File: config.mk
export PLATFORM = sky130hd
export DESIGN_NAME = serial_rx_sp
export DESIGN_NICKNAME = d
export VERILOG_FILES = /design/src/rtl/serial_rx_sp.sv
export SDC_FILE = /design/constraint.sdc
export NUM_CORES = 1
export LEC_CHECK = 0
export CAP_MARGIN = 10
export CORE_MARGIN = 4
export CORE_UTILIZATION = 38
export DETAILED_ROUTE_END_ITERATION = 10
export DONT_BUFFER_PORTS = 1
export HOLD_SLACK_MARGIN = 0.05
export SKIP_CTS_REPAIR_TIMING = 1
export SYNTH_ARGS = -nofsm -noshare
export SYNTH_HDL_FRONTEND = slang
export SYNTH_SLANG_ARGS = --single-unit
File: constraint.sdc
create_clock -name clk -period 1.8 [get_ports clk]
set_input_delay 0.09 -clock clk [delete_from_list [all_inputs] [get_ports clk]]
set_output_delay 0.09 -clock clk [all_outputs]
set_load 0.05 [all_outputs]
File: src/rtl/serial_rx_sp.sv
// serial_rx_sp -- serial-to-parallel frame receiver.
//
// Recovers one frame from the serial line: a start bit (0), DATA_BITS data
// bits sent MSB first, then a stop bit (1). The line is sampled on a
// sampleTick enable running at OVERSAMPLE x the bit rate. A good frame
// updates 'out' and raises a one-clk 'valid' strobe. A frame whose stop bit
// reads 0 raises a one-clk 'frameErr' strobe and leaves 'out' untouched.
//
// Optional build macro: SERIAL_RX_MAJORITY_EN
//   When defined, each START/DATA/STOP decision is a 2-of-3 majority vote
//   over three consecutive ticks instead of a single sample. Ports and
//   timing are the same in both builds.
//
// Ports:
//   clk        system clock
//   reset      asynchronous reset, active low
//   sampleTick one-clk enable at OVERSAMPLE x bit rate; all counting uses it
//   in         serial line, idles high, asynchronous to clk
//   out        last correctly received byte
//   valid      one-clk pulse, out holds a newly received good frame
//   frameErr   one-clk pulse, stop bit was sampled low
//   busy       high whenever the receiver is not idle

module serial_rx_sp #(
    parameter int OVERSAMPLE = 16,
    parameter int DATA_BITS  = 8
) (
    input  logic                 clk,
    input  logic                 reset,
    input  logic                 sampleTick,
    input  logic                 in,
    output logic [DATA_BITS-1:0] out,
    output logic                 valid,
    output logic                 frameErr,
    output logic                 busy
);

    localparam int TW = $clog2(OVERSAMPLE);
    localparam int BW = (DATA_BITS > 1) ? $clog2(DATA_BITS) : 1;

    localparam logic [TW-1:0] LAST_TICK = TW'(OVERSAMPLE - 1);
    localparam logic [TW-1:0] HALF_TICK = TW'(OVERSAMPLE / 2 - 1);
    localparam logic [BW-1:0] LAST_BIT  = BW'(DATA_BITS - 1);

    typedef enum logic [1:0] {
        IDLE  = 2'd0,
        START = 2'd1,
        DATA  = 2'd2,
        STOP  = 2'd3
    } state_t;

    state_t                 state, stateNext;
    logic [TW-1:0]          tickCnt, tickNext;
    logic [BW-1:0]          bitIdx, bitNext;
    logic [DATA_BITS-1:0]   shiftReg, shiftNext;
    logic [DATA_BITS-1:0]   outNext;
    logic                   validNext, errNext;
    logic                   rxMeta, rxS;
    logic                   sample;

    // Two-flop synchronizer. Both flops reset high so a reset never looks
    // like a start edge on an idle line.
    always_ff @(posedge clk or negedge reset) begin
        if (!reset) begin
            rxMeta <= 1'b1;
            rxS    <= 1'b1;
        end else begin
            rxMeta <= in;
            rxS    <= rxMeta;
        end
    end

`ifdef SERIAL_RX_MAJORITY_EN
    // Vote history holds rxS from the two previous ticks. Together with the
    // current rxS it forms a three-tick window that ends on the decision
    // tick, so the decision lands on exactly the same tick as the
    // single-sample build and a one-tick glitch on the decision tick is
    // outvoted.
    logic [1:0] vote;

    always_ff @(posedge clk or negedge reset) begin
        if (!reset) begin
            vote <= 2'b11;
        end else if (sampleTick) begin
            vote <= {vote[0], rxS};
        end
    end

    assign sample = (vote[1] & vote[0]) | (vote[1] & rxS) | (vote[0] & rxS);
`else
    assign sample = rxS;
`endif

    assign busy = (state != IDLE);

    // State, counters, shift register and output register.
    always_ff @(posedge clk or negedge reset) begin
        if (!reset) begin
            state    <= IDLE;
            tickCnt  <= '0;
            bitIdx   <= '0;
            shiftReg <= '0;
            out      <= '0;
            valid    <= 1'b0;
            frameErr <= 1'b0;
        end else begin
            state    <= stateNext;
            tickCnt  <= tickNext;
            bitIdx   <= bitNext;
            shiftReg <= shiftNext;
            out      <= outNext;
            valid    <= validNext;
            frameErr <= errNext;
        end
    end

    // Next-state logic. Everything holds unless sampleTick is high, except
    // the strobes, which default low so they clear on the very next clk.
    // The start check sits half a bit after the detected falling edge; every
    // later sample is one full bit period after the previous one, so all
    // samples land mid-bit. Leaving STOP at mid-bit lets a back-to-back
    // start edge be caught right away.
    always_comb begin
        stateNext = state;
        tickNext  = tickCnt;
        bitNext   = bitIdx;
        shiftNext = shiftReg;
        outNext   = out;
        validNext = 1'b0;
        errNext   = 1'b0;

        if (sampleTick) begin
            case (state)
                IDLE: begin
                    if (!rxS) begin
                        tickNext  = '0;
                        stateNext = START;
                    end
                end
                START: begin
                    if (tickCnt == HALF_TICK) begin
                        tickNext = '0;
                        if (!sample) begin
                            bitNext   = '0;
                            stateNext = DATA;
                        end else begin
                            stateNext = IDLE;
                        end
                    end else begin
                        tickNext = tickCnt + TW'(1);
                    end
                end
                DATA: begin
                    if (tickCnt == LAST_TICK) begin
                        shiftNext = {shiftReg[DATA_BITS-2:0], sample};
                        tickNext  = '0;
                        if (bitIdx == LAST_BIT) begin
                            stateNext = STOP;
                        end else begin
                            bitNext = bitIdx + BW'(1);
                        end
                    end else begin
                        tickNext = tickCnt + TW'(1);
                    end
                end
                STOP: begin
                    if (tickCnt == LAST_TICK) begin
                        if (sample) begin
                            outNext   = shiftReg;
                            validNext = 1'b1;
                        end else begin
                            errNext = 1'b1;
                        end
                        tickNext  = '0;
                        stateNext = IDLE;
                    end else begin
                        tickNext = tickCnt + TW'(1);
                    end
                end
                default: begin
                    stateNext = IDLE;
                end
            endcase
        end
    end

endmodule

### Word-level counts from Yosys, hierarchy flattened

Cells that the tools add are included.

* register bits after elaboration: 29
* input bits: 4
* output and inout port bits: 11
* word-level logic and storage cells: 57

* $add $sub $neg: 2
* equal/unequal tests: 13
* multiplexer cells: 24
* reduce and logical (&&, ||, !) cells: 9

Operators with widths (count)
* $ne 2x2->1 const B: 7
* $mux 2: 6
* $mux 3: 4
* $mux 4: 3
* $pmux 4 s3: 1
* $reduce_and 6->1: 2
* $mux 1: 8
* $pmux 2 s4: 1
* $pmux 3 s2: 1
* $add 4x1->4 const B: 1
* $eq 2x2->1 const B: 2
* $eq 4x3->1 const B: 1
* $eq 4x4->1 const B: 1
* $reduce_and 4->1: 1
* $reduce_bool 2->1: 2
* $add 3x1->3 const B: 1
* $eq 3x3->1 const B: 1
* $reduce_and 3->1: 1
* $eq 2x1->1 const B: 1
* $logic_not 2->1: 1
* $reduce_and 2->1: 1
* $reduce_or 2->1: 1

### Logic depth before layout (Yosys ltp)

* depth in word-level cells: 4
* gate-level depth with buffers: 6

### Least setup slack after synthesis

Ideal clock, no wire load.

* path type: register -> register
* start point: reg tickCnt[0]
* end point: reg shiftReg[0]
* library setup time: 0.125 ns
* arrival: 1.511 ns
* required time: 1.675 ns
* slack: 0.164 ns
* stages on the path, launching flop included: 7
* path buffers: 2
* clock period less this slack: 1.636 ns
* cells stage by stage: dfrtp_1 ha_1 and4_4 buf_6 and3b_1 buf_6 mux2_4

* longest elaborated chain between the ends: 2

Ends and longest elaborated chain
* start: declaration: RTL line 53 `logic [TW-1:0] tickCnt, tickNext;`
* start signal: assignment: RTL line 108 `tickCnt <= tickNext;`
* $eq 4x4->1: RTL line 154 `if (tickCnt == LAST_TICK) begin`
* $reduce_and 3->1 (no source line)
* end signal: assignment: RTL line 110 `shiftReg <= shiftNext;`
* end: declaration: RTL line 55 `logic [DATA_BITS-1:0] shiftReg, shiftNext;`

Every way passes these cells.
A chain may end at the register's enable or synchronous reset.

### Worst setup path in the final report

* start point: reg bitIdx[0]
* end point: reg bitIdx[2]

* longest elaborated chain between the ends: 4

Ends and longest elaborated chain
* start: declaration: RTL line 54 `logic [BW-1:0] bitIdx, bitNext;`
* start signal: assignment: RTL line 109 `bitIdx <= bitNext;`
* $add 3x1->3: RTL line 160 `bitNext = bitIdx + BW'(1);`
* $mux 3: RTL line 157 `if (bitIdx == LAST_BIT) begin`
* $mux 3: RTL line 154
* $pmux 3 s2: RTL line 133 `case (state)`

Parallel ways exist; a longest one is shown, timed or not. The select of a mux whose other input is x is not followed.

==> metrics.yaml <==
final_layout:
  syn2layout_area_growth_pct: 10.54
  diodes: 0
  multiInputGateArea_um2: 563.0
  final_util: 0.4415
  seq_area_um2: 728.2
  nets: 116
  fin_cells: 156
  final_common_cell: "dfrtp_1"
  drive_gt1_frac: 0.3091
  stdcell_area_um2: 1496
  fill_cells: 316
  final_cell_mix: "dfrtp_1 (27), mux2_2 (9), mux2_4 (8)"
timing:
  finalHoldViolCount: 0
  fmax_mhz: 585.9
  rsz0062_at_grt: "yes"
  drv_slew: 0
  setup_viol: 0
  setup-tns-final_ns: 0
  worst_slack_ns: 0.09321
  tightestPinTransition_ns: 0.4792
  max_slew_margin: 0.6805
  fin_crit_sh: 0.9482
  fin_crit_ns: 1.707
  holdWs_ns: 0.06268
  fin_skew_ns: 0.01542
worst_setup_path:
  crit_top_cell: "ha_1"
  cp-end-kind: "flip-flop"
  required_ns: 2.01
  cp-start-kind: "flip-flop"
  critPathKind: "flip-flop to flip-flop"
  cpPeakStageDelay_ns: 0.55
  critPathTopFamily: "simple AND/OR/NAND/NOR gates"
  path_cells: "ha_1, ha_1, or4bb_1, nand3_1, o211ai_1"
  cp_num_buf_inv: 0
  cp_max_fo: 3
  crit_slowest_cell: "or4bb_1"
  regToRegSetupSlack_ns: 0.09
  crit_arrival_ns: 1.92
floorplan:
  ios: 15
  core_area_um2: 3390
  start_util: 0.3994
  die_area_um2: 4581
  die_y_um: 67.69
  fp.dieW_um: 67.69
  fp-row-count: 21
yosys:
  synth_area_per_cell_um2: 13.27
  yosysWarnings: 0
  synth_cell_type_count: 35
  synth_seq_cells: 29
  syn-num-nets: 109
  synth_area_um2: 1354
  syn_inst: 102
  seq_area_frac_synth: 0.5379
global_route:
  grtUsageMet3: 0.04659
  grt_usage: 0.1140
  met2_usage: 0.1677
  antenna_found_initial: 0
  busiest_layer: "met2"
  grt_pass1_wl_um: 3753
  use_met1: 0.1385
  grt_max_degree: 30
  grt_pass1_vias: 791
  grt_remaining_overflow: 0
drt:
  via_per_inst: 5.115
  num_vias: 798
  drt-total-wl_um: 2244
  route.detailed.drc: 0
  routedWlPerCell_um: 14.38
  drtPass1Iterations: 4
  drt_first_iter_violations: 51
  ant_nets: 0
placement:
  place_congestion: 0.8085
  post-place-ws_ns: 0.1135
  dp.cells: 144
  hpwlAfterDp_um: 1482
  placed_area_um2: 1391
  io_buffers: 0
pwr:
  p_per_area_nw_per_um2: 1135
  p_total_mw: 1.698
  leakagePower_nw: 0.7081
  vdd_drop_max_mv: 0.4542
outcome:
  status: "complete, no violations"
cts:
  cts_tree: "yes"
  clk_latency_ns: 0.33
  htree_levels: 2
  path_clk_slew_ns: 0.10
  cts_buffer_depth: 2
  root_buffer: "clkbuf_4"
  numCtsBuffers: 5
  clkSinkCount: 29
min_path:
  hp-class: "input pin to flip-flop"
job:
  drv_cap: 0
## logic make-up (layout without fill, tap and decap cells)
logic type,count (synthesis),count (layout),synth area share
AND/OR/NAND/NOR,27,27,0.1294
AO/OA/AOI/OAI,12,12,0.06747
buffers and inverters,10,18,0.04620
multiplexers,19,19,0.1784
XOR/XNOR,2,2,0.01294
adder cells (fa/ha/maj),3,3,0.02773
flip-flops,29,29,0.5379
## registers in the layout, summed over array words and instances, names as in the netlist, named ones only
name,count
bitIdx,3
frameErr,1
out,8
rxMeta,1
rxS,1
shiftReg,8
state,1
tickCnt,4
valid,1
## power breakdown
| group | internal [mW] | switching (mW) | leakage, nW |
|---|---|---|---|
| clock network | 0.147 | 0.236 | 0.0310 |
| logic | 0.202 | 0.246 | 0.302 |
| registers | 0.743 | 0.124 | 0.375 |
| total | 1.09 | 0.606 | 0.708 |
## worst paths after layout
| kind | start | to | cells past startpoint |
|---|---|---|---|
| worst min-delay path | sampleTick | tickCnt[2] | 3 |
| min in group asynchronous | reset | shiftReg[7] | 2 |
| worst max register to register | bitIdx[0] | bitIdx[2] | 5 |
| max in group asynchronous | reset | rxMeta | 2 |
| worst max-delay path | bitIdx[0] | bitIdx[2] | 5 |
| worst min register to register | rxMeta | rxS | 0 |
## layout make-up
cell class                 count  share of cell area
multi-input combinational     63              0.3763
clock buffer                   5             0.02508
tap                           46             0.03846
clock inverter                 3             0.01171
sequential                    29              0.4866
timing repair buffer           6             0.05184
inverter                       4             0.01003
## Yosys cell counts
| library cell | n | area, µm² |
|---|---|---|
| o2bb2ai_1 | 2 | 17.52 |
| mux2_2 | 9 | 101.4 |
| or4bb_1 | 2 | 22.52 |
| inv_1 | 4 | 15.01 |
| a31oi_1 | 1 | 6.260 |
| nor2_1 | 4 | 15.01 |
| nor4bb_1 | 1 | 10.01 |
| clkbuf_1 | 1 | 3.750 |
| a211oi_1 | 1 | 7.510 |
| a21oi_1 | 1 | 5.000 |
| mux2_4 | 8 | 120.1 |
| dfrtp_1 | 27 | 675.7 |
| nor2b_1 | 1 | 6.260 |
| xnor2_1 | 1 | 8.760 |
| nand2_1 | 6 | 22.52 |
| buf_6 | 3 | 33.78 |
| buf_2 | 2 | 10.01 |
| dfstp_2 | 2 | 52.55 |
| a32o_1 | 1 | 10.01 |
| o21ai_0 | 1 | 5.000 |
| nand4_4 | 1 | 21.27 |
| o21ai_2 | 1 | 8.760 |
| nor3_1 | 1 | 5.000 |
| nor3b_1 | 1 | 7.510 |
| or2_2 | 1 | 6.260 |
| and4_4 | 1 | 11.26 |
| and3b_1 | 1 | 8.760 |
| nand3b_1 | 1 | 7.510 |
| a22o_1 | 1 | 8.760 |
| xor2_1 | 1 | 8.760 |
| or3_1 | 1 | 6.260 |
| o211ai_1 | 3 | 22.52 |
| nand3_1 | 5 | 25.02 |
| ha_1 | 3 | 37.54 |
| mux2i_1 | 2 | 20.02 |
## layer usage
layer  vias to the layer above  part of all wire
met5                         -                 0
li1                        379                 -
met1                       395              0.48
met3                         5             0.058
met2                        19              0.44
met4                         0             0.020
## worst register-to-register path, delay by kind of cell, from the launching register on
kind	cells	cell delay [ns]
flops	1	0.42
fa+ha+maj	2	0.43
simple gates	2	0.66
compound gates	1	0.09
No activity file was read; power rests on OpenSTA's default activity.
